--- config.mk ---
export PLATFORM = sky130hd
export DESIGN_NAME = affine_mac_lanes
export DESIGN_NICKNAME = d
export VERILOG_FILES = /design/src/rtl/affine_mac_lanes.sv
export SDC_FILE = /design/constraint.sdc
export NUM_CORES = 1
export LEC_CHECK = 0
export BUFFER_PORTS_ARGS = -buffer_cell sky130_fd_sc_hd__buf_4
export CAP_MARGIN = 20
export CORE_MARGIN = 2
export CORE_UTILIZATION = 57
export CTS_CLUSTER_SIZE = 16
export DETAILED_ROUTE_END_ITERATION = 8
export MAX_ROUTING_LAYER = met4
export PLACE_DENSITY = 0.9
export SYNTH_ARGS = -nofsm -noshare
export SYNTH_HDL_FRONTEND = slang
export SYNTH_SLANG_ARGS = --single-unit
--- constraint.sdc ---
create_clock -name clock -period 6.1 [get_ports clock]
set_input_delay 0.305 -clock clock [delete_from_list [all_inputs] [get_ports clock]]
set_output_delay 0.305 -clock clock [all_outputs]
set_load 0.03 [all_outputs]
--- src/rtl/affine_mac_lanes.sv ---
// Multi-lane multiply-accumulate unit: lanes are processed one per cycle through
// two multipliers and one shared adder, with valid/ready handshakes on both sides.
module affine_mac_lanes #(
    parameter int N     = 8,
    parameter int LANES = 2,
    parameter int SAT   = 0
) (
    input  logic                 clock,
    input  logic                 reset,
    input  logic                 in_valid,
    output logic                 in_ready,
    input  logic [1:0]           op,
    input  logic [LANES*N-1:0]   x,
    input  logic [LANES*N-1:0]   y,
    output logic                 out_valid,
    input  logic                 out_ready,
    output logic [LANES*N-1:0]   r,
    output logic                 ovf,
    output logic                 busy
);

    localparam int LW = (LANES > 1) ? $clog2(LANES) : 1;
    localparam logic [LW-1:0] LAST_LANE = LW'(LANES - 1);
    localparam logic [N-1:0]  MAX_V = {1'b0, {(N-1){1'b1}}};
    localparam logic [N-1:0]  MIN_V = {1'b1, {(N-1){1'b0}}};

    typedef enum logic [1:0] {
        IDLE = 2'd0,
        COMP = 2'd1,
        DONE = 2'd2
    } state_t;

    localparam logic [1:0] OP_MAC = 2'd0;
    localparam logic [1:0] OP_MUL = 2'd1;
    localparam logic [1:0] OP_ADD = 2'd2;

    // Reduce a full-width product to N bits; MSB of the result flags a non-fitting value.
    function automatic logic [N:0] reduce_prod(input logic [2*N-1:0] p);
        logic       fits_s;
        logic [N:0] res_s;
        fits_s = (p[2*N-1:N-1] == {(N+1){1'b0}}) || (p[2*N-1:N-1] == {(N+1){1'b1}});
        if (fits_s) begin
            res_s = {1'b0, p[N-1:0]};
        end else if (SAT != 0) begin
            res_s = {1'b1, (p[2*N-1] ? MIN_V : MAX_V)};
        end else begin
            res_s = {1'b1, p[N-1:0]};
        end
        return res_s;
    endfunction

    // Same reduction for an N+1 bit sum.
    function automatic logic [N:0] reduce_sum(input logic [N:0] s);
        logic [N:0] res_s;
        if (s[N] == s[N-1]) begin
            res_s = {1'b0, s[N-1:0]};
        end else if (SAT != 0) begin
            res_s = {1'b1, (s[N] ? MIN_V : MAX_V)};
        end else begin
            res_s = {1'b1, s[N-1:0]};
        end
        return res_s;
    endfunction

    state_t          state_r;
    logic [LW-1:0]   lane_r;
    logic [1:0]      op_r;
    logic [LANES*N-1:0] x_r;
    logic [LANES*N-1:0] y_r;
    logic [N-1:0]    acc_r [LANES];
    logic            ovf_acc_r;
    logic            ovf_r;
    logic            out_valid_r;
    logic            in_ready_r;
    logic            busy_r;

    logic [LW-1:0]   lane_b_s;
    logic [N-1:0]    xa_s, ya_s, xb_s, yb_s;
    logic [2*N-1:0]  p0_full_s, p1_full_s;
    logic [N:0]      p0_s, p1_s, sum_s;
    logic [N-1:0]    add_a_s, add_b_s;
    logic            prod_ovf_s;
    logic            lane_ovf_s;

    // Datapath for the lane currently in flight: two multipliers and the shared adder.
    always_comb begin
        lane_b_s   = (lane_r == LAST_LANE) ? {LW{1'b0}} : lane_r + LW'(1);
        xa_s       = x_r[lane_r*N +: N];
        ya_s       = y_r[lane_r*N +: N];
        xb_s       = x_r[lane_b_s*N +: N];
        yb_s       = y_r[lane_b_s*N +: N];
        p0_full_s  = {{N{xa_s[N-1]}}, xa_s} * {{N{ya_s[N-1]}}, ya_s};
        p1_full_s  = {{N{xb_s[N-1]}}, xb_s} * {{N{yb_s[N-1]}}, yb_s};
        p0_s       = reduce_prod(p0_full_s);
        p1_s       = reduce_prod(p1_full_s);
        add_a_s    = {N{1'b0}};
        add_b_s    = {N{1'b0}};
        prod_ovf_s = 1'b0;
        case (op_r)
            OP_MAC: begin
                add_a_s    = acc_r[lane_r];
                add_b_s    = p0_s[N-1:0];
                prod_ovf_s = p0_s[N];
            end
            OP_MUL: begin
                add_b_s    = p0_s[N-1:0];
                prod_ovf_s = p0_s[N];
            end
            OP_ADD: begin
                add_a_s    = p0_s[N-1:0];
                add_b_s    = p1_s[N-1:0];
                prod_ovf_s = p0_s[N] | p1_s[N];
            end
            default: begin
                add_a_s    = {N{1'b0}};
                add_b_s    = {N{1'b0}};
                prod_ovf_s = 1'b0;
            end
        endcase
        sum_s      = reduce_sum({add_a_s[N-1], add_a_s} + {add_b_s[N-1], add_b_s});
        lane_ovf_s = prod_ovf_s | sum_s[N];
    end

    // Control FSM, accumulators and registered handshake outputs.
    always_ff @(posedge clock or posedge reset) begin
        if (reset) begin
            state_r     <= IDLE;
            lane_r      <= {LW{1'b0}};
            op_r        <= 2'd0;
            x_r         <= {(LANES*N){1'b0}};
            y_r         <= {(LANES*N){1'b0}};
            for (int i = 0; i < LANES; i++) acc_r[i] <= {N{1'b0}};
            ovf_acc_r   <= 1'b0;
            ovf_r       <= 1'b0;
            out_valid_r <= 1'b0;
            in_ready_r  <= 1'b1;
            busy_r      <= 1'b0;
        end else begin
            case (state_r)
                IDLE: begin
                    if (in_valid) begin
                        op_r       <= op;
                        x_r        <= x;
                        y_r        <= y;
                        ovf_acc_r  <= 1'b0;
                        lane_r     <= {LW{1'b0}};
                        state_r    <= COMP;
                        in_ready_r <= 1'b0;
                        busy_r     <= 1'b1;
                    end
                end
                COMP: begin
                    acc_r[lane_r] <= sum_s[N-1:0];
                    if (lane_r == LAST_LANE) begin
                        state_r     <= DONE;
                        out_valid_r <= 1'b1;
                        ovf_r       <= ovf_acc_r | lane_ovf_s;
                    end else begin
                        lane_r    <= lane_r + LW'(1);
                        ovf_acc_r <= ovf_acc_r | lane_ovf_s;
                    end
                end
                DONE: begin
                    if (out_ready) begin
                        out_valid_r <= 1'b0;
                        state_r     <= IDLE;
                        in_ready_r  <= 1'b1;
                        busy_r      <= 1'b0;
                    end
                end
                default: begin
                    state_r     <= IDLE;
                    out_valid_r <= 1'b0;
                    in_ready_r  <= 1'b1;
                    busy_r      <= 1'b0;
                end
            endcase
        end
    end

    for (genvar l = 0; l < LANES; l++) begin : g_r
        assign r[l*N +: N] = acc_r[l];
    end

    assign in_ready  = in_ready_r;
    assign out_valid = out_valid_r;
    assign ovf       = ovf_r;
    assign busy      = busy_r;

endmodule

==> results of run 1 <==
[cells in the final DEF, fill, tap and decap left out, drive strengths merged, types with 4 or more instances in the layout]
cell      n
inv     145
fa      111
nand2   102
buf      73
nor2     71
ha       66
mux2     62
dfrtp    57
xnor2    31
o21ai    27
mux2i    27
a211oi   19
a21oi    19
nor2b    15
clkbuf   11
xor2     10
nand2b    8
nand3     7
a21o      6
nor3      5
and2      4
or2       4
o22ai     4
[metrics by stage]
stage / hold WS (ns) / std cells / worst slack [ns] / util / instance area [µm²]
detailed placement: 0.486 / 1090 / 0.114 / 0.637 / 8840
finish: 0.176 / 1106 / 0.201 / 0.665 / 9230
floorplan: 0.457 / 859 / 0.0894 / - / 8130
CTS: 0.183 / 1105 / 0.0821 / 0.657 / 9120
global route: 0.189 / 1106 / 0.00772 / 0.665 / 9230
global placement: 0.463 / 1090 / 0.237 / 0.637 / 8840
[cell type report]
class / count / area [µm²]
clock inverter: 5 / 56.3
sequential: 58 / 1450
fill: 1043 / 4650
tap: 180 / 225
inverter: 145 / 544
multi-input combinational: 634 / 6130
clock buffer: 10 / 229
timing repair buffer: 74 / 598
[state kept, by name (all words and copies together) (netlist names)]
register / count
busy: 1
in_ready: 1
lane_r: 1
op_r: 2
out_valid: 1
ovf: 1
ovf_acc_r: 1
r: 16
state_r: 2
x_r: 16
y_r: 16
[worst max path at each step]
| stage | slack (ns) | cells past startpoint | from | end |
|---|---|---|---|---|
| floorplan | 0.09 | 19 | lane_r | ovf_acc_r |
| detailed placement | 0.11 | 17 | lane_r | ovf |
| global route | 0.008 | 17 | lane_r | ovf |
| CTS | 0.08 | 17 | lane_r | ovf |
| global placement | 0.24 | 18 | lane_r | ovf |
| finish | 0.20 | 17 | lane_r | ovf |
[logic make-up (layout without fill, tap and decap cells)]
group	after synthesis	in the layout	share of synthesized area
simple gates	228	228	0.123
fa+ha+maj	177	177	0.375
buf+inv	167	234	0.0771
compound gates	99	99	0.0827
mux	89	89	0.119
flops	58	58	0.179
xor+xnor	41	41	0.0442
[what timing repair did]
action,CTS,global route
setup endpoints to repair,0,2
hold endpoints to repair,0,0
resized for setup,0,22
[critical path, cell delays in order, from the launching register on]
cell	delay [ns]
dfrtp_2	0.47
buf_12	0.19
mux2i_1	0.19
or2_2	0.35
fa_1	0.50
fa_1	0.51
fa_1	0.54
fa_1	0.49
inv_1	0.04
ha_2	0.37
o21ai_0	0.14
o211ai_1	0.23
nand2_1	0.14
xnor2_1	0.15
or4_1	0.52
or4_4	0.46
a221oi_2	0.31
o31ai_1	0.12
[per-layer routing]
metal / vias up / routed length, µm / GRT usage
li1: 2908 / - / -
met1: 3138 / 7870 / 0.361
met2: 236 / 9490 / 0.448
met3: 35 / 1260 / 0.0457
met4: 0 / 457 / 0.0788
met5: - / 0 / -
==> flow_metrics.tcl, run 1 <==
set metrics [dict create \
    clkSinkCount 58 \
    yosysMostFrequentCell "inv_1" \
    setup_tns_ns 0 \
    fin_crit_ns 5.90 \
    syn2layout_area_growth_pct 13.6 \
    clock_path_buffers 2 \
    reg2reg_slack_ns 0.20 \
    hold_viol_final 0 \
    max_freq_mhz 170 \
    die_h_um 123 \
    layout-drive-gt1-share 0.199 \
    drt-initial-drc-count 548 \
    detail-route-antenna-nets 0 \
    outcome "complete, no violations" \
    tritoncts "done" \
    io_pins 58 \
    worst_pin_slew_ns 1.08 \
    nets 1137 \
    drc_errors 0 \
    yosys_warnings 0 \
    insertion_delay_ns 0.35 \
    die-area_um2 15200 \
    viasPerCell 5.71 \
    min_period_over_period 0.967 \
    yosysSeqAreaShare 0.179 \
    cts_hold_buf 0 \
    grt_pass1_wl_um 31300 \
    maxSlewHeadroom 0.280 \
    slew_violations 0 \
    clockRootBuffer "clkbuf_16" \
    skew_ns 0.0117 \
    synthesis.instances 859 \
    drt-pass1-iter-count 5 \
    wl_per_cell_um 17.2 \
    ys_types 53 \
    setup_violations 0 \
    path_clk_slew_ns 0.06 \
    rsz0062_at_grt "false" \
    cts.htree.levels 3 \
    worst_ep_arrival_time_ns 6.10 \
    grt_use_total 0.277 \
    rows 43 \
    postSynthAreaPerCell_um2 9.46 \
    synthFlopType "dfrtp_1" \
    diodes 0 \
    startpoint_type "flip-flop" \
    required_ns 6.30 \
    min_path_type "input pin to asynchronous set/reset pin" \
    rr_endpoint "ovf" \
    synth_area_leader_cell "fa_1" \
    synth_top_cells_by_count "inv_1, fa_1, nand2_1" \
    die_w_um 123 \
    grt_overflow 0 \
    ys_ff_latch 58 \
    grt_max_degree 59 \
    worstSetupPathType "flip-flop to flip-flop" \
    start_util 0.585 \
    cts_setup_buffers 0 \
    hpwlAfterDp_um 15100 \
    grt_pass1_vias 6343 \
    synthArstFlopShare 1.00 \
    num_vias 6317 \
    yosysTopAreaCellShare 0.273 \
    cts-buffers-inserted 9 \
    synth_area_leaders "fa_1, dfrtp_1, ha_1" \
    synth_nets 1074 \
    antenna_found_initial 0 \
    core_area_um2 13900 \
    place_congestion 0.905 \
    drt-total-wl_um 19100 \
    cp-end-kind "flip-flop" \
    r2r_start "lane_r" \
    syn_area_um2 8130 \
    port_buffers 57 \
    synth_edf_count 0 \
    worstPathMaxFanout 18 \
    worst-r2r-cell-count 17 \
    maxCapViolCount 0 \
]
Power of run 1 is left out: the tool's default activity adds up to more than one toggle a clock period on the data nets, which glitch-free logic cannot reach.
==> run 2: changes to the inputs <==
--- a/config.mk
+++ b/config.mk
@@ -8,7 +8,7 @@
 export BUFFER_PORTS_ARGS = -buffer_cell sky130_fd_sc_hd__buf_4
 export CAP_MARGIN = 20
 export CORE_MARGIN = 2
-export CORE_UTILIZATION = 57
+export CORE_UTILIZATION = 60
 export CTS_CLUSTER_SIZE = 16
 export DETAILED_ROUTE_END_ITERATION = 8
 export MAX_ROUTING_LAYER = met4
==> constraint.sdc (replaced) <==
create_clock -name clock -period 6.39 [get_ports clock]
set_input_delay 0.3195 -clock clock [delete_from_list [all_inputs] [get_ports clock]]
set_output_delay 0.3195 -clock clock [all_outputs]
set_load 0.03 [all_outputs]
==> run 2 against run 1 <==
Compared with the run above:
- clock-buffer cell count is 1 higher
- via count is 2.5% higher
- hold slack better by 0.0092 ns
- register-to-register slack better by 0.11 ns
- non-clock buffer count is 2 higher
- sequential share of layout area is 0.055 points higher
==> flow_metrics.tcl, run 2 (synthesis gave the netlist of run 1 again) <==
set metrics [dict create \
    outcome "complete, no violations" \
    clockRootBuffer "clkbuf_16" \
    cp-end-kind "flip-flop" \
    layout-drive-gt1-share 0.187 \
    place_congestion 1.01 \
    insertion_delay_ns 0.36 \
    clock_path_buffers 2 \
    worst_ep_arrival_time_ns 6.29 \
    port_buffers 57 \
    rows 42 \
    diodes 0 \
    grt_pass1_vias 7002 \
    layout_commonest_cell "inv_1" \
    die_w_um 120 \
    slew_violations 0 \
    syn2layout_area_growth_pct 13.4 \
    num_vias 6477 \
    worst_pin_slew_ns 1.13 \
    fin_crit_ns 6.08 \
    cts-buffers-inserted 9 \
    fillers 954 \
    hold_viol_final 0 \
    grt.met2_usage 0.502 \
    setup_tns_ns 0 \
    grtUsageMet3 0.0590 \
    detail-route-antenna-nets 0 \
    setup_violations 0 \
    path_clk_slew_ns 0.07 \
    core_area_um2 13200 \
    clkSinkCount 58 \
    grt_pass1_wl_um 33200 \
    worstPathMaxFanout 27 \
    drt-pass1-iter-count 6 \
    die_h_um 120 \
    min_period_over_period 0.952 \
    drt-total-wl_um 19600 \
    startpoint_type "flip-flop" \
    multi_input_area_um2 6080 \
    die-area_um2 14500 \
    skew_ns 0.0177 \
    maxSlewHeadroom 0.243 \
    grt_use_total 0.302 \
    viasPerCell 5.86 \
    start_util 0.614 \
    antenna_found_initial 0 \
    max_freq_mhz 164 \
    wl_per_cell_um 17.8 \
    met1_usage 0.353 \
    tritoncts "done" \
    seq_area_um2 1460 \
    final_cell_mix "inv_1, fa_1, nand2_1" \
    io_pins 58 \
    cts.htree.levels 3 \
    grt-busiest-layer "met2" \
    drc_errors 0 \
    drt-initial-drc-count 489 \
    min_path_type "input pin to asynchronous set/reset pin" \
    cts_hold_buf 0 \
    rsz0062_at_grt "false" \
    hpwlAfterDp_um 15300 \
    grt_max_degree 59 \
    nets 1139 \
    maxCapViolCount 0 \
    grt_overflow 0 \
    required_ns 6.60 \
    worstSetupPathType "flip-flop to flip-flop" \
]
run 2: changes by cell type in the layout (fill, tap and decap cells not counted), sizes merged:
cell,before,now
buf,73,76
bufinv,1,3
clkinv,3,1
run 2: final cells by class:
type                       instances  area share
clock inverter                     5      0.0111
sequential                        58       0.158
inverter                         145      0.0591
multi-input combinational        634       0.659
clock buffer                      11      0.0253
timing repair buffer              76      0.0633
tap                              176      0.0239
run 2: routing by layer:
layer / vias to the layer above / part of all wire
met5: - / 0
met4: 0 / 0.052
met3: 87 / 0.080
met2: 294 / 0.50
met1: 3184 / 0.36
li1: 2912 / -
run 2: worst paths after layout:
path	start	depth (start not counted)	to	slack [ns]
min	reset	3	x_r[9]	0.19
max	lane_r	17	ovf	0.31
max reg2reg	lane_r	17	ovf	0.31
min reg2reg	out_valid	2	out_valid	0.49
max in group asynchronous	reset	3	lane_r	5.64
min in group clock	y[11]	2	y_r[11]	0.20
run 2: what timing repair did:
item / in CTS / in global routing
gates resized for setup: 0 / 6
setup buffers: 0 / 5
setup endpoints to repair: 0 / 2
run 2: metrics by stage:
stage	hold slack, ns	util	instances	cell area (µm²)	setup slack, ns
final	0.185	0.696	1105	9220	0.308
after global routing	0.208	0.696	1105	9220	0.0609
after CTS	0.199	0.691	1100	9150	0.225
after detailed placement	0.482	0.666	1084	8820	0.240
after global placement	0.467	0.666	1084	8820	0.432
after floorplan	0.471	-	859	8130	0.216
run 2: worst max-delay path, cell delays in order, from the launching register on:
cell and delay (ns):
dfrtp_4 0.54, buf_12 0.20, mux2i_1 0.16, or2_2 0.33, fa_1 0.48, fa_1 0.54, fa_1 0.53, fa_1 0.50
inv_1 0.05, ha_1 0.38, o21ai_0 0.17, o211ai_1 0.27, nand2_1 0.13, xnor2_1 0.15, or4_1 0.51, or4_1 0.50
a221oi_2 0.35, o31ai_1 0.13
Power of run 2 is left out for the same reason.
